`src/rtl/aw_flush_ctrl.sv`:
```
// Write-address gate that flushes the read prefetcher before forwarding any AW hitting its window.
// Optional flush statistics counter is enabled with the AW_FLUSH_STATS_EN macro.
module aw_flush_ctrl #(
  parameter int ADDR_BITS     = 16,
  parameter int TID_WIDTH     = 8,
  parameter int WATCHDOG_SIZE = 10
) (
  input  logic                     clk,
  input  logic                     rst,
  input  logic                     s_aw_valid,
  output logic                     s_aw_ready,
  input  logic [ADDR_BITS-1:0]     s_aw_addr,
  input  logic [TID_WIDTH-1:0]     s_aw_id,
  output logic                     m_aw_valid,
  input  logic                     m_aw_ready,
  output logic [ADDR_BITS-1:0]     m_aw_addr,
  output logic [TID_WIDTH-1:0]     m_aw_id,
  input  logic [ADDR_BITS-1:0]     bar,
  input  logic [ADDR_BITS-1:0]     limit,
  output logic                     flush_req,
  input  logic                     flush_ack,
  input  logic                     pf_busy,
  input  logic [WATCHDOG_SIZE-1:0] watchdogCnt,
  output logic                     err_timeout,
  output logic [7:0]               flush_cnt
);

  typedef enum logic [1:0] {
    ST_IDLE,
    ST_FLUSH_REQ,
    ST_FLUSH_WAIT,
    ST_FORWARD
  } state_e;

  state_e                   state_q, state_d;
  logic [ADDR_BITS-1:0]     addr_q, addr_d;
  logic [TID_WIDTH-1:0]     id_q, id_d;
  logic [WATCHDOG_SIZE-1:0] wd_q, wd_d;
  logic                     err_q, err_d;
  logic [WATCHDOG_SIZE-1:0] wdNext;
  logic                     wdExpired;
  logic                     hit;

  // An inverted window (bar > limit) can never satisfy both bounds, so it never hits.
  assign hit       = (bar <= s_aw_addr) && (s_aw_addr <= limit);
  assign wdNext    = wd_q + {{(WATCHDOG_SIZE-1){1'b0}}, 1'b1};
  assign wdExpired = (watchdogCnt != '0) && (wdNext == watchdogCnt);

  always_comb begin
    state_d = state_q;
    addr_d  = addr_q;
    id_d    = id_q;
    wd_d    = wd_q;
    err_d   = err_q;
    case (state_q)
      ST_IDLE: begin
        if (s_aw_valid) begin
          addr_d  = s_aw_addr;
          id_d    = s_aw_id;
          wd_d    = '0;
          state_d = hit ? ST_FLUSH_REQ : ST_FORWARD;
        end
      end
      // A real handshake in the same cycle as expiry wins over the timeout.
      ST_FLUSH_REQ: begin
        wd_d = wdNext;
        if (flush_ack) begin
          state_d = ST_FLUSH_WAIT;
        end else if (wdExpired) begin
          err_d   = 1'b1;
          state_d = ST_FORWARD;
        end
      end
      ST_FLUSH_WAIT: begin
        wd_d = wdNext;
        if (!pf_busy) begin
          state_d = ST_FORWARD;
        end else if (wdExpired) begin
          err_d   = 1'b1;
          state_d = ST_FORWARD;
        end
      end
      ST_FORWARD: begin
        if (m_aw_ready) begin
          state_d = ST_IDLE;
        end
      end
      default: state_d = ST_IDLE;
    endcase
  end

  always_ff @(posedge clk) begin
    if (rst) begin
      state_q <= ST_IDLE;
      addr_q  <= '0;
      id_q    <= '0;
      wd_q    <= '0;
      err_q   <= 1'b0;
    end else begin
      state_q <= state_d;
      addr_q  <= addr_d;
      id_q    <= id_d;
      wd_q    <= wd_d;
      err_q   <= err_d;
    end
  end

  assign s_aw_ready  = (state_q == ST_IDLE);
  assign flush_req   = (state_q == ST_FLUSH_REQ);
  assign m_aw_valid  = (state_q == ST_FORWARD);
  assign m_aw_addr   = addr_q;
  assign m_aw_id     = id_q;
  assign err_timeout = err_q;

`ifdef AW_FLUSH_STATS_EN
  logic [7:0] flushCnt_q;
  logic       flushDone;

  // Only a prefetcher that drained counts as a completed flush; timeouts do not.
  assign flushDone = (state_q == ST_FLUSH_WAIT) && !pf_busy;

  always_ff @(posedge clk) begin
    if (rst) begin
      flushCnt_q <= 8'd0;
    end else if (flushDone && (flushCnt_q != 8'hFF)) begin
      flushCnt_q <= flushCnt_q + 8'd1;
    end
  end

  assign flush_cnt = flushCnt_q;
`else
  assign flush_cnt = 8'd0;
`endif

endmodule

```
`config.mk`:
```
export PLATFORM = sky130hd
export DESIGN_NAME = aw_flush_ctrl
export DESIGN_NICKNAME = d
export VERILOG_FILES = /design/src/rtl/aw_flush_ctrl.sv
export SDC_FILE = /design/constraint.sdc
export NUM_CORES = 1
export LEC_CHECK = 0
export CAP_MARGIN = 5
export CORE_MARGIN = 1.5
export CORE_UTILIZATION = 28
export DETAILED_ROUTE_END_ITERATION = 6
export PLACE_DENSITY_LB_ADDON = 0.15
export SLEW_MARGIN = 20
export SYNTH_ARGS = -nofsm -noshare
export SYNTH_HDL_FRONTEND = slang
export SYNTH_SLANG_ARGS = --single-unit
export TNS_END_PERCENT = 1
```
`constraint.sdc`:
```
create_clock -name clk -period 5.3 [get_ports clk]
set_clock_uncertainty 0.15 [all_clocks]
set_input_delay 1.06 -clock clk [delete_from_list [all_inputs] [get_ports clk]]
set_output_delay 1.06 -clock clk [all_outputs]
set_load 0.05 [all_outputs]
```
==> results of run 1 <==
## where the power goes
| part | internal, uW | switching, uW |
|---|---|---|
| Clock | 153 | 99.0 |
| Combinational | 214 | 372 |
| Sequential | 320 | 33.7 |
| Total | 688 | 505 |
## path summary, 6_finish.rpt
path,endpoint,slack [ns],depth (start not counted)
hold reg to reg,m_aw_addr[6],0.31,2
hold / removal,m_aw_addr[6],0.31,2
setup / recovery,state_q[1],1.82,9
setup reg to reg,state_q[1],2.59,7
## flip-flops by register name (all words and copies together), names as in the netlist
name	flops
err_timeout	1
state_q	2
m_aw_addr	16
m_aw_id	8
wd_q	10
## critical path: stages
cell and delay, ns:
clkdlybuf4s50_1 0.51, inv_1 0.06, ha_1 0.31, nand4_1 0.11
or4_1 0.57, o21ai_0 0.17, or3b_2 0.45, a21oi_1 0.21
a211oi_2 0.05
## synthesized netlist by cell type, drive strengths merged (7+ instances only)
master  number  area [um2]
o21ai       19        95.1
nor2        14        52.6
nand4        9        56.3
ha          37         463
nor3         9        45.0
clkbuf      11        41.3
xnor2        7        61.3
a21oi       42         210
dfxtp       37         741
nor2b        7        43.8
nand2       65         244
buf         11        73.8
inv         36         135
## per-layer routing
layer	wire length, um	share of wire	GRT usage
met1	3460	0.46	0.191
met2	3560	0.47	0.256
met3	414	0.055	0.0386
met4	93	0.012	0.0417
met5	0	0	0
## layout make-up
type                            instances  share of cell area
Multi-Input combinational cell        274               0.447
Timing Repair Buffer                  101               0.257
Clock buffer                            7              0.0221
Sequential cell                        37               0.190
Clock inverter                          1             0.00768
Inverter                               36              0.0346
Tap cell                              129              0.0413
## stage by stage
stage               worst slack (ns)  hold slack, ns  area [um2]  utilization
CTS                             1.84           0.310        3910        0.419
floorplan                       2.25           0.320        2740            -
detailed placement              1.52           0.300        3790        0.406
finish                          1.82           0.307        3910        0.419
global placement                1.58           0.292        3790        0.406
global route                    1.70           0.327        3910        0.419
## kinds of logic after synthesis
kind of cell | share of synthesized area
and+or+nand+nor | 0.226
buffers and inverters | 0.0923
xor gates and xnor gates | 0.0355
adders and majority gates | 0.171
DFF | 0.273
other | 0.00138
AOI/OAI and AO/OA | 0.201
==> impl_metrics.xml, run 1 <==
<?xml version="1.0" encoding="UTF-8"?>
<metrics>
  <group name="layout">
    <metric name="final_common_cell" unit="">clkdlybuf4s50_1</metric>
    <metric name="finalNetCount" unit="">564</metric>
    <metric name="antenna-diode-count" unit="">0</metric>
    <metric name="layout_cells_excl_fill" unit="">585</metric>
    <metric name="layout-area-overhead-vs-synth" unit="%">44.0</metric>
    <metric name="multi_input_comb_area" unit="um2">1750</metric>
    <metric name="seqCellArea" unit="um2">741</metric>
    <metric name="fillers" unit="">995</metric>
    <metric name="post_route_cells_drive_above_1_share" unit="">0.0373</metric>
    <metric name="layout_common_cells" unit="">99 x clkdlybuf4s50_1, 65 x nand2_1, 42 x a21oi_1, 37 x ha_1, 37 x dfxtp_1</metric>
  </group>
  <group name="placement">
    <metric name="io_buffers" unit="">99</metric>
    <metric name="place_congestion" unit="">0.806</metric>
    <metric name="post-place-cells" unit="">577</metric>
    <metric name="dp.final_hpwl" unit="um">6000</metric>
  </group>
  <group name="timing">
    <metric name="worst_pin_slew" unit="ns">0.930</metric>
    <metric name="fin_tns_setup" unit="ns">0</metric>
    <metric name="worst_max_slew_margin_expressed_relative_to_the_limit" unit="">0.378</metric>
    <metric name="timing.final.setup_violations" unit="">0</metric>
    <metric name="setup_repair_after_global_routing_missed_its_margin" unit="">false</metric>
    <metric name="finalCriticalPeriod" unit="ns">3.48</metric>
    <metric name="fmax" unit="GHz">0.287</metric>
    <metric name="min_period_over_period" unit="">0.657</metric>
    <metric name="hold_violations" unit="">0</metric>
    <metric name="finalMaxSlewViolations" unit="">0</metric>
  </group>
  <group name="synth">
    <metric name="count_of_warnings_emitted_by_yosys" unit="">0</metric>
    <metric name="synth_enable_flop_cells" unit="">0</metric>
    <metric name="synth.ff_latch_count" unit="">37</metric>
    <metric name="synthFlopType" unit="">dfxtp_1</metric>
    <metric name="mappedNetlistArea" unit="um2">2710</metric>
    <metric name="asyncSetResetFlopFracSynth" unit="">0</metric>
    <metric name="synth.avg_cell_area" unit="um2">7.49</metric>
    <metric name="netlist_instances" unit="">362</metric>
    <metric name="post_synth_num_cell_types" unit="">49</metric>
    <metric name="synth.yosys.seq_area_share" unit="">0.273</metric>
  </group>
  <group name="grt">
    <metric name="grt_max_degree" unit="">36</metric>
    <metric name="grt_pass1_wl" unit="um">12400</metric>
    <metric name="via_count_of_the_first_global_routing_pass" unit="">2703</metric>
    <metric name="antenna_found_initial" unit="">0</metric>
    <metric name="gr-usage-all-layers" unit="">0.151</metric>
    <metric name="overflow_left_after_global_routing" unit="">0</metric>
  </group>
  <group name="clock_network">
    <metric name="clk-insertion-delay-late" unit="ns">0.28</metric>
    <metric name="numClockSinks" unit="">37</metric>
    <metric name="cts.repair_timing.setup_buffer_count" unit="">0</metric>
    <metric name="clk_transition_reported_paths" unit="ns">0.07</metric>
    <metric name="clockRootBuffer" unit="">clkbuf_8</metric>
    <metric name="cts_hold_buffers" unit="">0</metric>
    <metric name="cts_resized" unit="">0</metric>
    <metric name="htree_levels" unit="">2</metric>
    <metric name="cts-buffers-inserted" unit="">5</metric>
    <metric name="tritoncts" unit="">built</metric>
    <metric name="cts.path.max_buffers" unit="">2</metric>
  </group>
  <group name="pwr">
    <metric name="cellPowerDensity" unit="nW/um2">305</metric>
    <metric name="worst_ir_drop_vdd" unit="mV">0.121</metric>
    <metric name="p_leak" unit="uW">0.00160</metric>
    <metric name="power.total" unit="uW">1190</metric>
  </group>
  <group name="die">
    <metric name="number_of_cell_rows" unit="">35</metric>
    <metric name="floorplan.initialDensity" unit="">0.291</metric>
    <metric name="die_width" unit="um">101</metric>
    <metric name="boundaryPins" unit="">108</metric>
    <metric name="dieHeight" unit="um">101</metric>
    <metric name="core-area" unit="um2">9330</metric>
    <metric name="fp.dieArea" unit="um2">10300</metric>
  </group>
  <group name="worst_setup_path">
    <metric name="category_of_the_most_critical_setup_path" unit="">primary input to register</metric>
    <metric name="worstSetupEndpointType" unit="">register</metric>
    <metric name="worstPathArrival" unit="ns">3.50</metric>
    <metric name="r2r-start" unit="">wd_q[0]</metric>
    <metric name="required" unit="ns">5.32</metric>
    <metric name="timing.critical_path.fanout_max" unit="">3</metric>
    <metric name="setup.worst_path.start" unit="">s_aw_addr[7]</metric>
    <metric name="timing.critical_path.from_type" unit="">primary input</metric>
  </group>
  <group name="min_path">
    <metric name="min-delay-path-class" unit="">register to register</metric>
    <metric name="worst_hold_startpoint" unit="">m_aw_addr[6]</metric>
  </group>
  <group name="route">
    <metric name="final_antenna_violating_net_count" unit="">0</metric>
    <metric name="route.final.wire_length" unit="um">7530</metric>
    <metric name="via_per_inst" unit="">4.68</metric>
    <metric name="routed_wire_length_per_instance" unit="um">12.9</metric>
    <metric name="drtPass1Iterations" unit="">6</metric>
    <metric name="detail_route.drc_violations" unit="">0</metric>
    <metric name="num_vias" unit="">2737</metric>
    <metric name="drt_first_iter_violations" unit="">63</metric>
  </group>
  <group name="status">
    <metric name="outcome" unit="">complete, no violations</metric>
  </group>
  <group name="run">
    <metric name="cap_viol_max_count" unit="">0</metric>
  </group>
</metrics>
Note: power is estimated with default switching activity, not from simulation.
==> run 2, diff against run 1 <==
Clock period 5.3 ns to 3 ns, I/O delays scaled along.
==> impl_metrics.xml, run 2 (synthesis gave the netlist of run 1 again) <==
<?xml version="1.0" encoding="UTF-8"?>
<metrics>
  <group name="layout">
    <metric name="post-route-cell-area" unit="um2">4070</metric>
    <metric name="finish.utilization" unit="">0.436</metric>
    <metric name="post_route_cells_drive_above_1_share" unit="">0.0802</metric>
    <metric name="antenna-diode-count" unit="">0</metric>
    <metric name="layout-area-overhead-vs-synth" unit="%">50.0</metric>
    <metric name="finalNetCount" unit="">582</metric>
    <metric name="final_common_cell" unit="">clkdlybuf4s50_1</metric>
    <metric name="largest_reg_flops" unit="">16</metric>
    <metric name="layout_common_cells" unit="">99 x clkdlybuf4s50_1, 65 x nand2_1, 41 x a21oi_1, 37 x ha_1, 37 x dfxtp_1</metric>
  </group>
  <group name="clock_network">
    <metric name="clk-insertion-delay-late" unit="ns">0.29</metric>
    <metric name="cts_hold_buffers" unit="">0</metric>
    <metric name="numClockSinks" unit="">37</metric>
    <metric name="cts.path.max_buffers" unit="">2</metric>
    <metric name="clk_transition_reported_paths" unit="ns">0.07</metric>
    <metric name="clockRootBuffer" unit="">clkbuf_8</metric>
    <metric name="cts.repair_timing.setup_buffer_count" unit="">0</metric>
    <metric name="cts-buffers-inserted" unit="">5</metric>
    <metric name="htree_levels" unit="">2</metric>
    <metric name="tritoncts" unit="">built</metric>
  </group>
  <group name="worst_setup_path">
    <metric name="r2r_slack" unit="ns">0.38</metric>
    <metric name="worstPathArrival" unit="ns">2.93</metric>
    <metric name="worstRegToRegCells" unit="">7</metric>
    <metric name="required" unit="ns">3.02</metric>
    <metric name="critical_path.reg2reg.endpoint" unit="">state_q[1]</metric>
    <metric name="worstSetupEndpointType" unit="">register</metric>
    <metric name="r2r-start" unit="">wd_q[1]</metric>
    <metric name="timing.critical_path.from_type" unit="">primary input</metric>
    <metric name="timing.critical_path.fanout_max" unit="">2</metric>
    <metric name="category_of_the_most_critical_setup_path" unit="">primary input to register</metric>
  </group>
  <group name="route">
    <metric name="num_vias" unit="">2773</metric>
    <metric name="via_per_inst" unit="">4.60</metric>
    <metric name="detail_route.drc_violations" unit="">0</metric>
    <metric name="route.final.wire_length" unit="um">7560</metric>
    <metric name="routed_wire_length_per_instance" unit="um">12.5</metric>
    <metric name="drtPass1Iterations" unit="">4</metric>
    <metric name="drt_first_iter_violations" unit="">64</metric>
    <metric name="final_antenna_violating_net_count" unit="">0</metric>
  </group>
  <group name="pwr">
    <metric name="worst_ir_drop_vdd" unit="mV">0.186</metric>
    <metric name="p_leak" unit="uW">0.00169</metric>
    <metric name="switch_pwr" unit="uW">901</metric>
    <metric name="clock_power_share" unit="">0.231</metric>
    <metric name="cellPowerDensity" unit="nW/um2">543</metric>
    <metric name="sw_share" unit="">0.408</metric>
    <metric name="power_report.internal_total" unit="uW">1310</metric>
    <metric name="p_seq_frac" unit="">0.278</metric>
    <metric name="combPwrFrac" unit="">0.491</metric>
  </group>
  <group name="status">
    <metric name="outcome" unit="">complete, no violations</metric>
  </group>
  <group name="grt">
    <metric name="gr-usage-all-layers" unit="">0.150</metric>
    <metric name="grt_pass1_wl" unit="um">12300</metric>
    <metric name="overflow_left_after_global_routing" unit="">0</metric>
    <metric name="grt_max_degree" unit="">25</metric>
    <metric name="via_count_of_the_first_global_routing_pass" unit="">2715</metric>
    <metric name="antenna_found_initial" unit="">0</metric>
    <metric name="grt_util_met3" unit="">0.0359</metric>
    <metric name="grt_busiest_layer" unit="">met2</metric>
    <metric name="met1_track_utilization_from_global_routing" unit="">0.183</metric>
    <metric name="global_route.usage.met2" unit="">0.263</metric>
  </group>
  <group name="die">
    <metric name="number_of_cell_rows" unit="">35</metric>
    <metric name="floorplan.initialDensity" unit="">0.291</metric>
    <metric name="fp.dieArea" unit="um2">10300</metric>
    <metric name="boundaryPins" unit="">108</metric>
    <metric name="die_width" unit="um">101</metric>
    <metric name="dieHeight" unit="um">101</metric>
    <metric name="core-area" unit="um2">9330</metric>
  </group>
  <group name="min_path">
    <metric name="min-delay-path-class" unit="">register to register</metric>
    <metric name="hold_depth" unit="">2</metric>
    <metric name="timing.hold.worst_endpoint" unit="">m_aw_addr[6]</metric>
    <metric name="worst_hold_startpoint" unit="">m_aw_addr[6]</metric>
  </group>
  <group name="timing">
    <metric name="hold_violations" unit="">0</metric>
    <metric name="setup_repair_after_global_routing_missed_its_margin" unit="">false</metric>
    <metric name="worst_pin_slew" unit="ns">0.731</metric>
    <metric name="final_critical_path_setup_slack" unit="ns">0.0831</metric>
    <metric name="finalMaxSlewViolations" unit="">0</metric>
    <metric name="worst_max_slew_margin_expressed_relative_to_the_limit" unit="">0.509</metric>
    <metric name="timing.final.setup_violations" unit="">0</metric>
    <metric name="fmax" unit="GHz">0.343</metric>
    <metric name="finalCriticalPeriod" unit="ns">2.92</metric>
    <metric name="min_period_over_period" unit="">0.972</metric>
  </group>
  <group name="placement">
    <metric name="post_dp_cell_area" unit="um2">3930</metric>
    <metric name="io_buffers" unit="">99</metric>
    <metric name="dp.final_hpwl" unit="um">6230</metric>
    <metric name="dp_worst_setup_slack" unit="ns">-0.270</metric>
    <metric name="place_congestion" unit="">0.816</metric>
  </group>
  <group name="run">
    <metric name="cap_viol_max_count" unit="">0</metric>
  </group>
</metrics>
## run 2: area by class of cell
type / count / area (um2)
clock inverter: 3 / 65.1
sequential: 37 / 741
clock buffer: 5 / 68.8
tap: 129 / 161
multi-input combinational: 274 / 1760
fill: 1002 / 5260
inverter: 36 / 135
timing repair buffer: 119 / 1140
## run 2: worst max path at each step
stage	start	endpoint	slack, ns	cells past startpoint
6_report	s_aw_addr[5]	state_q[1]	0.08	9
5_1_grt	s_aw_addr[5]	state_q[1]	0.001	9
4_1_cts	s_aw_addr[5]	state_q[1]	0.04	9
3_5_place_dp	s_aw_addr[5]	state_q[1]	-0.27	9
3_3_place_gp	s_aw_addr[5]	state_q[1]	-0.21	9
2_1_floorplan	s_aw_addr[7]	state_q[1]	0.41	8
## run 2: worst max-delay path, cell delays in order
cell	delay, ns
clkdlybuf4s50_1	0.49
inv_1	0.05
ha_1	0.29
nand4_1	0.13
or4_4	0.57
o21ai_1	0.15
or3b_2	0.47
a21oi_2	0.16
a211oi_2	0.04
## run 2: power by group through the flow
stage	clock network, uW	logic (uW)	registers [uW]
finish	511	1080	614
global route	555	1190	626
CTS	527	1090	615
detailed placement	0	1080	625
global placement	0	1080	625
floorplan	0	497	818
## run 2: layer usage
layer | routed length (um) | up-vias
li1 | - | 1461
met1 | 3420 | 1239
met2 | 3660 | 69
met3 | 407 | 4
met4 | 74 | 0
met5 | 0 | -
## run 2: timing repair
item | 4_1_cts | 5_1_grt
endpoints found under the setup margin | 0 | 1
endpoints found under the hold margin | 0 | 0
resized for setup | 0 | 3
## run 2: per-stage QoR
step                      hold WS [ns]  total power (uW)  instances  TNS [ns]
after floorplan                  0.320              1320        369         0
after global placement           0.293              1700        595    -0.211
after detailed placement         0.300              1710        595    -0.270
after CTS                        0.311              2230        603         0
after global routing             0.329              2370        603         0
final                            0.307              2210        603         0
==> run 3, diff against run 2 <==
Settings changed: ABC_AREA set to 1, CORE_MARGIN 1.5 to 2.
==> impl_metrics.xml, run 3 <==
<?xml version="1.0" encoding="UTF-8"?>
<metrics>
  <group name="synth">
    <metric name="synth_enable_flop_cells" unit="">0</metric>
    <metric name="synth_most_common_cell" unit="">nand2_1</metric>
    <metric name="synth.top_cell.area_share" unit="">0.272</metric>
    <metric name="synth.ff_latch_count" unit="">37</metric>
    <metric name="mappedNetlistArea" unit="um2">2730</metric>
    <metric name="netlist_instances" unit="">406</metric>
    <metric name="synth.cells.most_frequent" unit="">78 x nand2_1, 67 x inv_1, 43 x a21oi_1, 39 x nor2_1</metric>
    <metric name="synth_area_leaders" unit="">dfxtp_1 27%, ha_1 17%, nand2_1 11%, inv_1 9.2%, a21oi_1 7.9%</metric>
    <metric name="synthDominantAreaCellType" unit="">dfxtp_1</metric>
    <metric name="synth.avg_cell_area" unit="um2">6.71</metric>
    <metric name="count_of_warnings_emitted_by_yosys" unit="">0</metric>
    <metric name="post_synth_num_cell_types" unit="">27</metric>
    <metric name="asyncSetResetFlopFracSynth" unit="">0</metric>
    <metric name="synthFlopType" unit="">dfxtp_1</metric>
    <metric name="synth.yosys.seq_area_share" unit="">0.272</metric>
  </group>
  <group name="layout">
    <metric name="post_route_cells_drive_above_1_share" unit="">0.0415</metric>
    <metric name="finalNetCount" unit="">616</metric>
    <metric name="final_common_cell" unit="">clkdlybuf4s50_1</metric>
    <metric name="layout_common_cells" unit="">99 x clkdlybuf4s50_1, 78 x nand2_1, 67 x inv_1, 43 x a21oi_1, 39 x nor2_1</metric>
    <metric name="post-route-cell-area" unit="um2">3920</metric>
    <metric name="largest_reg_flops" unit="">16</metric>
    <metric name="antenna-diode-count" unit="">0</metric>
    <metric name="finish.utilization" unit="">0.409</metric>
    <metric name="layout-area-overhead-vs-synth" unit="%">43.9</metric>
  </group>
  <group name="pwr">
    <metric name="cellPowerDensity" unit="nW/um2">580</metric>
    <metric name="worst_ir_drop_vdd" unit="mV">0.308</metric>
    <metric name="p_leak" unit="uW">0.00179</metric>
  </group>
  <group name="route">
    <metric name="route.final.wire_length" unit="um">7070</metric>
    <metric name="detail_route.drc_violations" unit="">0</metric>
    <metric name="drtPass1Iterations" unit="">4</metric>
    <metric name="drt_first_iter_violations" unit="">49</metric>
    <metric name="via_per_inst" unit="">4.32</metric>
    <metric name="num_vias" unit="">2760</metric>
    <metric name="final_antenna_violating_net_count" unit="">0</metric>
    <metric name="routed_wire_length_per_instance" unit="um">11.1</metric>
  </group>
  <group name="worst_setup_path">
    <metric name="critical_path.reg2reg.endpoint" unit="">m_aw_addr[9]</metric>
    <metric name="required" unit="ns">2.25</metric>
    <metric name="timing.critical_path.fanout_max" unit="">9</metric>
    <metric name="worstRegToRegCells" unit="">7</metric>
    <metric name="r2r-start" unit="">state_q[0]</metric>
    <metric name="worstPathArrival" unit="ns">1.98</metric>
    <metric name="setup.worst_path.start" unit="">state_q[0]</metric>
    <metric name="worstSetupEndpointType" unit="">output port</metric>
    <metric name="worstSetupEndpoint" unit="">s_aw_ready</metric>
    <metric name="timing.critical_path.from_type" unit="">register</metric>
    <metric name="category_of_the_most_critical_setup_path" unit="">register to output port</metric>
    <metric name="r2r_slack" unit="ns">0.97</metric>
  </group>
  <group name="clock_network">
    <metric name="cts.repair_timing.setup_buffer_count" unit="">0</metric>
    <metric name="clockRootBuffer" unit="">clkbuf_8</metric>
    <metric name="clk_transition_reported_paths" unit="ns">0.07</metric>
    <metric name="htree_levels" unit="">2</metric>
    <metric name="clk-insertion-delay-late" unit="ns">0.29</metric>
    <metric name="tritoncts" unit="">built</metric>
    <metric name="numClockSinks" unit="">37</metric>
    <metric name="cts_hold_buffers" unit="">0</metric>
    <metric name="cts_resized" unit="">0</metric>
    <metric name="cts-buffers-inserted" unit="">5</metric>
    <metric name="cts.path.max_buffers" unit="">2</metric>
  </group>
  <group name="die">
    <metric name="number_of_cell_rows" unit="">36</metric>
    <metric name="fp.dieArea" unit="um2">10500</metric>
    <metric name="dieHeight" unit="um">103</metric>
    <metric name="floorplan.initialDensity" unit="">0.284</metric>
    <metric name="boundaryPins" unit="">108</metric>
    <metric name="core-area" unit="um2">9590</metric>
    <metric name="die_width" unit="um">103</metric>
  </group>
  <group name="min_path">
    <metric name="min-delay-path-class" unit="">register to register</metric>
  </group>
  <group name="timing">
    <metric name="worst_pin_slew" unit="ns">0.703</metric>
    <metric name="finalMaxSlewViolations" unit="">0</metric>
    <metric name="worst_max_slew_margin_expressed_relative_to_the_limit" unit="">0.528</metric>
    <metric name="setup_repair_after_global_routing_missed_its_margin" unit="">false</metric>
    <metric name="timing.final.setup_violations" unit="">0</metric>
    <metric name="finalCriticalPeriod" unit="ns">2.73</metric>
    <metric name="fmax" unit="GHz">0.366</metric>
    <metric name="final_critical_path_setup_slack" unit="ns">0.268</metric>
    <metric name="hold_violations" unit="">0</metric>
    <metric name="min_period_over_period" unit="">0.911</metric>
    <metric name="fin_tns_setup" unit="ns">0</metric>
  </group>
  <group name="grt">
    <metric name="gr-usage-all-layers" unit="">0.139</metric>
    <metric name="overflow_left_after_global_routing" unit="">0</metric>
    <metric name="antenna_found_initial" unit="">0</metric>
    <metric name="grt_pass1_wl" unit="um">11700</metric>
    <metric name="via_count_of_the_first_global_routing_pass" unit="">2662</metric>
    <metric name="grt_max_degree" unit="">41</metric>
  </group>
  <group name="placement">
    <metric name="dp_worst_setup_slack" unit="ns">0.378</metric>
    <metric name="dp.final_hpwl" unit="um">5830</metric>
    <metric name="place_congestion" unit="">0.794</metric>
    <metric name="post_dp_cell_area" unit="um2">3850</metric>
    <metric name="io_buffers" unit="">99</metric>
  </group>
  <group name="run">
    <metric name="cap_viol_max_count" unit="">0</metric>
  </group>
  <group name="status">
    <metric name="outcome" unit="">complete, no violations</metric>
  </group>
</metrics>
[run 3: cell types whose count changed in the layout (fill, tap and decap cells not counted), moves of 13 or more]
| cell | before | now |
|---|---|---|
| inv_1 | 36 | 67 |
| nor2_1 | 14 | 39 |
| nand3_1 | 3 | 21 |
| o21ai_0 | 17 | 34 |
| buf_4 | 20 | 4 |
| nand2_1 | 65 | 78 |
[run 3: layout make-up]
| class | count | area [um2] |
|---|---|---|
| fill | 1048 | 5670 |
| inverter | 67 | 251 |
| tap | 133 | 166 |
| clock buffer | 5 | 68.8 |
| multi-input combinational | 293 | 1670 |
| clock inverter | 1 | 5.00 |
| timing repair buffer | 103 | 1020 |
| sequential | 37 | 741 |
[run 3: through the flow]
step	instances	hold slack (ns)	power (uW)
final	639	0.317	2280
after global routing	639	0.336	2460
after floorplan	413	0.295	1530
after detailed placement	633	0.309	1980
after global placement	633	0.302	1970
after CTS	639	0.321	2310
[run 3: worst min path at each step]
stage / startpoint / endpoint / slack [ns] / cells past startpoint
after global placement: err_timeout / err_timeout / 0.30 / 1
after floorplan: wd_q[9] / wd_q[9] / 0.30 / 2
after CTS: wd_q[9] / wd_q[9] / 0.32 / 2
after global routing: wd_q[9] / wd_q[9] / 0.34 / 2
after detailed placement: wd_q[9] / wd_q[9] / 0.31 / 2
final: wd_q[9] / wd_q[9] / 0.32 / 2
[run 3: power by group]
| part | switching, uW | leakage (uW) | internal [uW] |
|---|---|---|---|
| clock | 170 | 0.0000399 | 153 |
| combinational | 831 | 0.00144 | 453 |
| sequential | 70.8 | 0.000304 | 598 |
| total | 1070 | 0.00179 | 1200 |
[run 3: per-layer routing]
layer  share of wire  GRT usage  wire length [um]  vias to the layer above
li1                -          -                 -                     1494
met1            0.45      0.165              3200                     1202
met2            0.49      0.254              3440                       58
met3           0.049     0.0305               350                        6
met4           0.011     0.0338                76                        0
met5               0          0                 0                        -
[run 3: logic make-up (layout without fill, tap and decap cells)]
| logic type | Yosys count | count (layout) | synth area share |
|---|---|---|---|
| simple gates | 163 | 163 | 0.263 |
| compound gates | 83 | 83 | 0.157 |
| buf+inv | 83 | 176 | 0.126 |
| fa+ha+maj | 37 | 37 | 0.170 |
| flops | 37 | 37 | 0.272 |
| xor+xnor | 2 | 2 | 0.0115 |
| other cells | 1 | 8 | 0.00138 |
[run 3: worst max-delay path, stage by stage (launching register included)]
cell	delay (ns)
dfxtp_1	0.36
inv_1	0.10
ha_1	0.36
clkdlybuf4s50_1	0.89
